<file path="src/rtl/sipo_pkg.sv">
// Shared encodings and K28.5 constants for the serial-to-parallel aligner.
package sipo_pkg;

  typedef enum logic [1:0] {
    SEARCH = 2'd0,
    CHECK  = 2'd1,
    LOCKED = 2'd2
  } state_t;

  localparam logic [9:0] K28_5_RDN = 10'b0011111010;
  localparam logic [9:0] K28_5_RDP = 10'b1100000101;

  // True when a 10-bit word is K28.5 of either running disparity.
  function automatic logic is_k28_5(input logic [9:0] word);
    return (word == K28_5_RDN) || (word == K28_5_RDP);
  endfunction

endpackage

</file>
<file path="src/rtl/sipo_shift.sv">
// Serial shift register plus word-position counter; the window includes the
// bit currently on serial_in so callers can act on it in the same cycle.
module sipo_shift #(
  parameter int WIDTH = 10
) (
  input  logic             clk,
  input  logic             reinicio,
  input  logic             enable,
  input  logic             serial_in,
  input  logic             i_cnt_clr,
  output logic [WIDTH-1:0] o_window,
  output logic             o_boundary
);

  localparam int CW = $clog2(WIDTH);

  logic [WIDTH-1:0] r_shift;
  logic [CW-1:0]    r_cnt;
  logic [WIDTH-1:0] w_window;
  logic             w_boundary;

  assign w_window   = {r_shift[WIDTH-2:0], serial_in};
  assign w_boundary = enable && (r_cnt == CW'(WIDTH - 1));
  assign o_window   = w_window;
  assign o_boundary = w_boundary;

  always_ff @(posedge clk) begin
    if (reinicio) begin
      r_shift <= '0;
      r_cnt   <= '0;
    end else if (enable) begin
      r_shift <= w_window;
      // A clear realigns the next received bit to word position 0.
      if (i_cnt_clr || w_boundary) begin
        r_cnt <= '0;
      end else begin
        r_cnt <= r_cnt + CW'(1);
      end
    end
  end

endmodule

</file>
<file path="src/rtl/sipo_aligner.sv">
// Serial-to-parallel converter with comma-based word alignment and lock FSM.
// Alignment logic is compiled in only when SIPO_ALIGNER_ALIGN_EN is defined.
module sipo_aligner
  import sipo_pkg::*;
#(
  parameter int               WIDTH    = 10,
  parameter logic [WIDTH-1:0] COMMA    = WIDTH'(K28_5_RDN),
  parameter int               LOCK_CNT = 3,
  parameter int               LOSS_CNT = 4
) (
  input  logic             clk,
  input  logic             reinicio,
  input  logic             serial_in,
  input  logic             enable,
  output logic [WIDTH-1:0] parallel_out,
  output logic             valid,
  output logic             locked,
  output logic             comma_det,
  output state_t           o_dbg_state
);

  // Handshake: valid is a one-cycle strobe with no back-pressure; parallel_out
  // carries the new word in exactly the cycle valid is high and holds after.

  logic [WIDTH-1:0] w_window;
  logic             w_boundary;
  logic             w_cnt_clr;
  logic             w_load;
  logic [WIDTH-1:0] r_word;
  logic             r_valid;

  sipo_shift #(.WIDTH(WIDTH)) u_shift (
    .clk        (clk),
    .reinicio   (reinicio),
    .enable     (enable),
    .serial_in  (serial_in),
    .i_cnt_clr  (w_cnt_clr),
    .o_window   (w_window),
    .o_boundary (w_boundary)
  );

`ifdef SIPO_ALIGNER_ALIGN_EN
  localparam int GW = $clog2(LOCK_CNT + 1);
  localparam int MW = $clog2(LOSS_CNT + 1);

  state_t          r_state;
  state_t          w_state_nxt;
  logic [GW-1:0]   r_good;
  logic [GW-1:0]   w_good_nxt;
  logic [MW-1:0]   r_miss;
  logic [MW-1:0]   w_miss_nxt;
  logic            w_comma;
  logic            r_comma_det;

  assign w_comma = enable && ((w_window == COMMA) || (w_window == ~COMMA));

  always_ff @(posedge clk) begin
    if (reinicio) begin
      r_state     <= SEARCH;
      r_good      <= '0;
      r_miss      <= '0;
      r_comma_det <= 1'b0;
    end else begin
      r_state     <= w_state_nxt;
      r_good      <= w_good_nxt;
      r_miss      <= w_miss_nxt;
      r_comma_det <= w_comma;
    end
  end

  always_comb begin
    w_state_nxt = r_state;
    w_good_nxt  = r_good;
    w_miss_nxt  = r_miss;
    w_load      = 1'b0;
    w_cnt_clr   = 1'b0;
    if (enable) begin
      case (r_state)
        SEARCH: begin
          if (w_comma) begin
            w_cnt_clr   = 1'b1;
            w_load      = 1'b1;
            w_good_nxt  = GW'(1);
            w_miss_nxt  = '0;
            w_state_nxt = (LOCK_CNT <= 1) ? LOCKED : CHECK;
          end
        end
        CHECK: begin
          if (w_comma && !w_boundary) begin
            // Comma at the wrong phase: realign on it but restart acquisition.
            w_cnt_clr   = 1'b1;
            w_load      = 1'b1;
            w_good_nxt  = '0;
            w_state_nxt = SEARCH;
          end else if (w_boundary) begin
            w_load = 1'b1;
            if (w_comma) begin
              w_good_nxt = r_good + GW'(1);
              if (int'(r_good) + 1 >= LOCK_CNT) begin
                w_state_nxt = LOCKED;
                w_miss_nxt  = '0;
              end
            end
          end
        end
        LOCKED: begin
          if (w_boundary) begin
            w_load = 1'b1;
            if (w_comma) begin
              w_miss_nxt = '0;
            end
          end else if (w_comma) begin
            // Misplaced commas are tolerated up to LOSS_CNT; no realignment here.
            if (int'(r_miss) + 1 >= LOSS_CNT) begin
              w_miss_nxt  = '0;
              w_good_nxt  = '0;
              w_state_nxt = SEARCH;
            end else begin
              w_miss_nxt = r_miss + MW'(1);
            end
          end
        end
        default: begin
          w_state_nxt = SEARCH;
          w_good_nxt  = '0;
          w_miss_nxt  = '0;
        end
      endcase
    end
  end

  assign locked      = (r_state == LOCKED);
  assign comma_det   = r_comma_det;
  assign o_dbg_state = r_state;
`else
  logic w_unused_cfg;

  assign w_cnt_clr    = 1'b0;
  assign w_load       = w_boundary;
  assign locked       = 1'b1;
  assign comma_det    = 1'b0;
  assign o_dbg_state  = LOCKED;
  assign w_unused_cfg = (^COMMA) ^ (LOCK_CNT < 1) ^ (LOSS_CNT < 1);
`endif

  always_ff @(posedge clk) begin
    if (reinicio) begin
      r_word  <= '0;
      r_valid <= 1'b0;
    end else begin
      r_valid <= w_load;
      if (w_load) begin
        r_word <= w_window;
      end
    end
  end

  assign parallel_out = r_word;
  assign valid        = r_valid;

endmodule

</file>
<file path="config.mk">
export PLATFORM = sky130hd
export DESIGN_NAME = sipo_aligner
export DESIGN_NICKNAME = d
export VERILOG_FILES = /design/src/rtl/sipo_pkg.sv /design/src/rtl/sipo_shift.sv /design/src/rtl/sipo_aligner.sv
export SDC_FILE = /design/constraint.sdc
export NUM_CORES = 1
export LEC_CHECK = 0
export CORE_ASPECT_RATIO = 1.2
export CORE_UTILIZATION = 49
export CTS_CLUSTER_DIAMETER = 100
export CTS_CLUSTER_SIZE = 24
export DETAILED_ROUTE_END_ITERATION = 10
export GPL_ROUTABILITY_DRIVEN = 0
export HOLD_SLACK_MARGIN = 0.02
export PLACE_DENSITY = 0.77
export SYNTH_ARGS = -nofsm -noshare
export SYNTH_HDL_FRONTEND = slang
export SYNTH_SLANG_ARGS = --single-unit
</file>
<file path="constraint.sdc">
create_clock -name clk -period 1.52 [get_ports clk]
set_clock_uncertainty 0.05 [all_clocks]
set_input_delay 0.228 -clock clk [delete_from_list [all_inputs] [get_ports clk]]
set_output_delay 0.228 -clock clk [all_outputs]
set_load 0.1 [all_outputs]
</file>
Word-level counts from Yosys, hierarchy flattened
Cells that the tools add are included.

Register bits after elaboration: 24.

Eq/ne operators: 1. $add $sub $neg: 1. Mux-type cells: 1. Reductions and logical operators: 1.

Operator list (count): adder 4 x 1 -> 4 bit (second input constant) (1); equality test 4 bit (second input constant) (1); 2-to-1 mux 4 bit (1); logical AND 1 bit (1).

Longest topological paths before layout
Depth after elaboration: 3. Gate-level depth with buffers: 6. Depth with buffers taken out: 5.

Modules after synthesis
A second synthesis with hierarchy kept.

Cell total of the unflattened synthesis: 90. Area total of the unflattened synthesis: 944.7 µm².

By module, submodules not included: sipo_shift (cells an instance 50, instances 1, area each 526.8 µm², seq. area each 260.2 µm²); sipo_aligner (cells an instance 40, instances 1, area each 417.9 µm², seq. area each 220.2 µm²).

Least setup slack after synthesis
Ideal clock, no wire load.

Path type: register to register. From: register, netlist name parallel_out[2]. To: register r_word[2], in the netlist parallel_out[2]. Setup slack: 228 ps. Stages on the path, launching flop included: 3. Arrival time: 1172 ps. Data required time: 1400 ps. Buffers on the path: 0. Library setup time: 70 ps. Path through: dfxtp_1 nand2_1 a21oi_1.

RTL lines: to (signal assigned) (line sipo_aligner.sv:153) `r_word <= w_window;`; to (decl) (line sipo_aligner.sv:29) `logic [WIDTH-1:0] r_word;`.

Worst setup path in the final report
From: register u_shift.r_cnt[1]. To: register u_shift.r_cnt[2].

Longest elaborated chain between the ends: 3. Elaborated cells on any way between the ends: 4.

Ends and longest elaborated chain: from (decl) (line sipo_shift.sv:18) `logic [CW-1:0] r_cnt;`; from (signal assigned) (line sipo_shift.sv:37) `r_cnt <= r_cnt + CW'(1);`; branches (longest 2 deep; another with adder 4 x 1 -> 4 bit); 2-to-1 mux 4 bit * (line sipo_shift.sv:34) `if (i_cnt_clr || w_boundary) begin`.

Mark *: on every way between the ends. A chain may end at the register's enable or synchronous reset.

==> results_dict.tcl <==
set metrics [dict create \
    drc 0 \
    clkTransAtPathRegs_ns 0.12 \
    gr-total-overflow 0 \
    dpl.hpwl_mm 1.20 \
    crit_chain "inv_1 -> ha_1 -> nand3b_1 -> or3b_1 -> a21oi_2" \
    dp_slack_ns 0.0107 \
    post_drt_wl_per_cell_um 12.4 \
    core.rowCount 17 \
    postCtsHoldBufs 0 \
    syn_avg_cell_area_sq_um 9.12 \
    final.setup.tns_ns 0 \
    nets 125 \
    antenna_left 0 \
    routed_wl_mm 1.70 \
    place_inst 133 \
    first_pass_iters 4 \
    cts.sinks 24 \
    outcome "complete, no violations" \
    vias_per_cell 5.24 \
    synth_cell_types 21 \
    n_antenna_cell 0 \
    synth.top_cell.area_share_pct 50.7 \
    post-route-period-util_pct 90.1 \
    worst_ep_arrival_time_ns 1.58 \
    max-cap-violations 0 \
    worst_setup_path_end_kind "flop" \
    ios 19 \
    synth_edf_count 0 \
    ys_seq_area_share_pct 50.7 \
    setup_violations 0 \
    grt_max_degree 25 \
    synth_area_sq_um 948 \
    min_path_type "reg2reg" \
    synth_cells 104 \
    start_util_pct 51.8 \
    final_cell_area_sq_um 1240 \
    areaGrowthSynthToFinish_pct 30.7 \
    path_max_fanout 4 \
    yosys.area.top_type "dfxtp_1" \
    cts_setup_buffers 0 \
    antenna_found_initial 0 \
    finalCriticalPeriod_ns 1.37 \
    clock_latency_ns 0.31 \
    p_per_area_nw_per_um2 865 \
    post_cts_resized 0 \
    finish.utilization_pct 67.8 \
    root_buffer "clkbuf_4" \
    fin_ws_ns 0.150 \
    cts-buffers-inserted 3 \
    cts_buffer_depth 2 \
    critPathKind "reg2reg" \
    fmax_ghz 0.730 \
    h-tree-depth 1 \
    die_w_um 42.2 \
    coreArea_sq_um 1830 \
    synth_seq_cells 24 \
    crit_buf_inv 1 \
    yosys-top-cells-area "dfxtp_1, mux2i_1, nand2_1" \
    cts_tree "done" \
    slowest_stage "dfxtp_1" \
    final_cells 137 \
    yosysWarnings 0 \
    drv_slew 0 \
    leakagePower_nw 0.483 \
    grt_pass1_wl_mm 2.98 \
    rsz0062_at_grt "no" \
    synthArstFlopShare_pct 0 \
    placed_cell_area_sq_um 1200 \
    grt_pass1_vias 698 \
    synth_ff_type "dfxtp_1" \
    dr.first_iter.drc_count 18 \
    dieArea_sq_um 2120 \
    ir_worst_vdd_v 0.000606 \
    hold_viol_final 0 \
    critical_path.startpoint_type "flop" \
    track_usage_pct 18.4 \
    worstPathRequired_ns 1.73 \
    max_stage_delay_ns 0.39 \
    netlist_top_cells_count "dfxtp_1, nand2_1, a21oi_1" \
    num_vias 718 \
    synth.most_common_cell "dfxtp_1" \
    port_buffers 14 \
    crit_family "simple AND/OR/NAND/NOR gates" \
    die_h_um 50.2 \
    drive_above_1_share_pct 17.8 \
]
[where the power goes]
group	total, W	internal (W)	switching [W]
registers	0.000643	0.000636	0.00000707
clock network	0.000329	0.000146	0.000183
logic	0.000100	0.0000299	0.0000704
[logic make-up after synthesis]
kind of cell / after synthesis / share of synthesized area [%]
AO/OA/AOI/OAI: 13 / 7.26
multiplexers: 9 / 9.50
AND/OR/NAND/NOR: 42 / 20.6
buffers and inverters: 11 / 7.65
adder cells (fa/ha/maj): 2 / 2.64
other: 2 / 0.792
flip-flops: 24 / 50.7
XOR/XNOR: 1 / 0.924
[path summary, 6_finish.rpt]
check / slack [ns] / cells past startpoint / from / end
max: 0.15 / 5 / u_shift.r_cnt[1]$_SDFFE_PP0P_ / u_shift.r_cnt[2]$_SDFFE_PP0P_
min reg2reg: 0.43 / 2 / u_shift.r_shift[1]$_SDFFE_PP0P_ / parallel_out[2]$_SDFFE_PP0P_
min: 0.43 / 2 / u_shift.r_shift[1]$_SDFFE_PP0P_ / parallel_out[2]$_SDFFE_PP0P_
max reg2reg: 0.15 / 5 / u_shift.r_cnt[1]$_SDFFE_PP0P_ / u_shift.r_cnt[2]$_SDFFE_PP0P_
[cell type report]
type	count	area, sq um
Fill cell	135	589
Sequential cell	24	480
Clock buffer	4	36.3
Inverter	1	3.75
Tap cell	19	23.8
Timing Repair Buffer	18	293
Multi-Input combinational cell	71	403
[worst min-delay path: cells and delay by family (launching register included)]
kind            cells  cell delay, ns
flops               1            0.35
simple gates        1            0.06
compound gates      1            0.05
[metal layers]
layer | vias up | track usage, % | wire length [um]
met4 | 0 | 9.38 | 21
met5 | - | 0 | 0
met3 | 2 | 2.52 | 42
li1 | 359 | - | -
met2 | 14 | 32.8 | 930
met1 | 343 | 21.2 | 700
[stage by stage]
stage               hold WS [ns]  total power, W
floorplan                  0.240        0.000742
global placement           0.402        0.000755
detailed placement         0.416        0.000757
CTS                        0.434         0.00108
global route               0.439         0.00112
finish                     0.434         0.00107
[registers in the layout, indices dropped and copies added, names as in the netlist]
name / count
parallel_out: 10
u_shift.r_cnt: 4
u_shift.r_shift: 9
valid: 1
[placed cells by master (no fill, tap or decap), drive strengths merged, types with 3 or more instances in the layout]
master	count
dfxtp	24
nand2	22
buf	15
a21oi	13
nor2	10
mux2i	9
conb	4
clkbuf	4
nand3b	3
clkdlybuf4s50	3
Note: power is estimated with default switching activity, not from simulation.
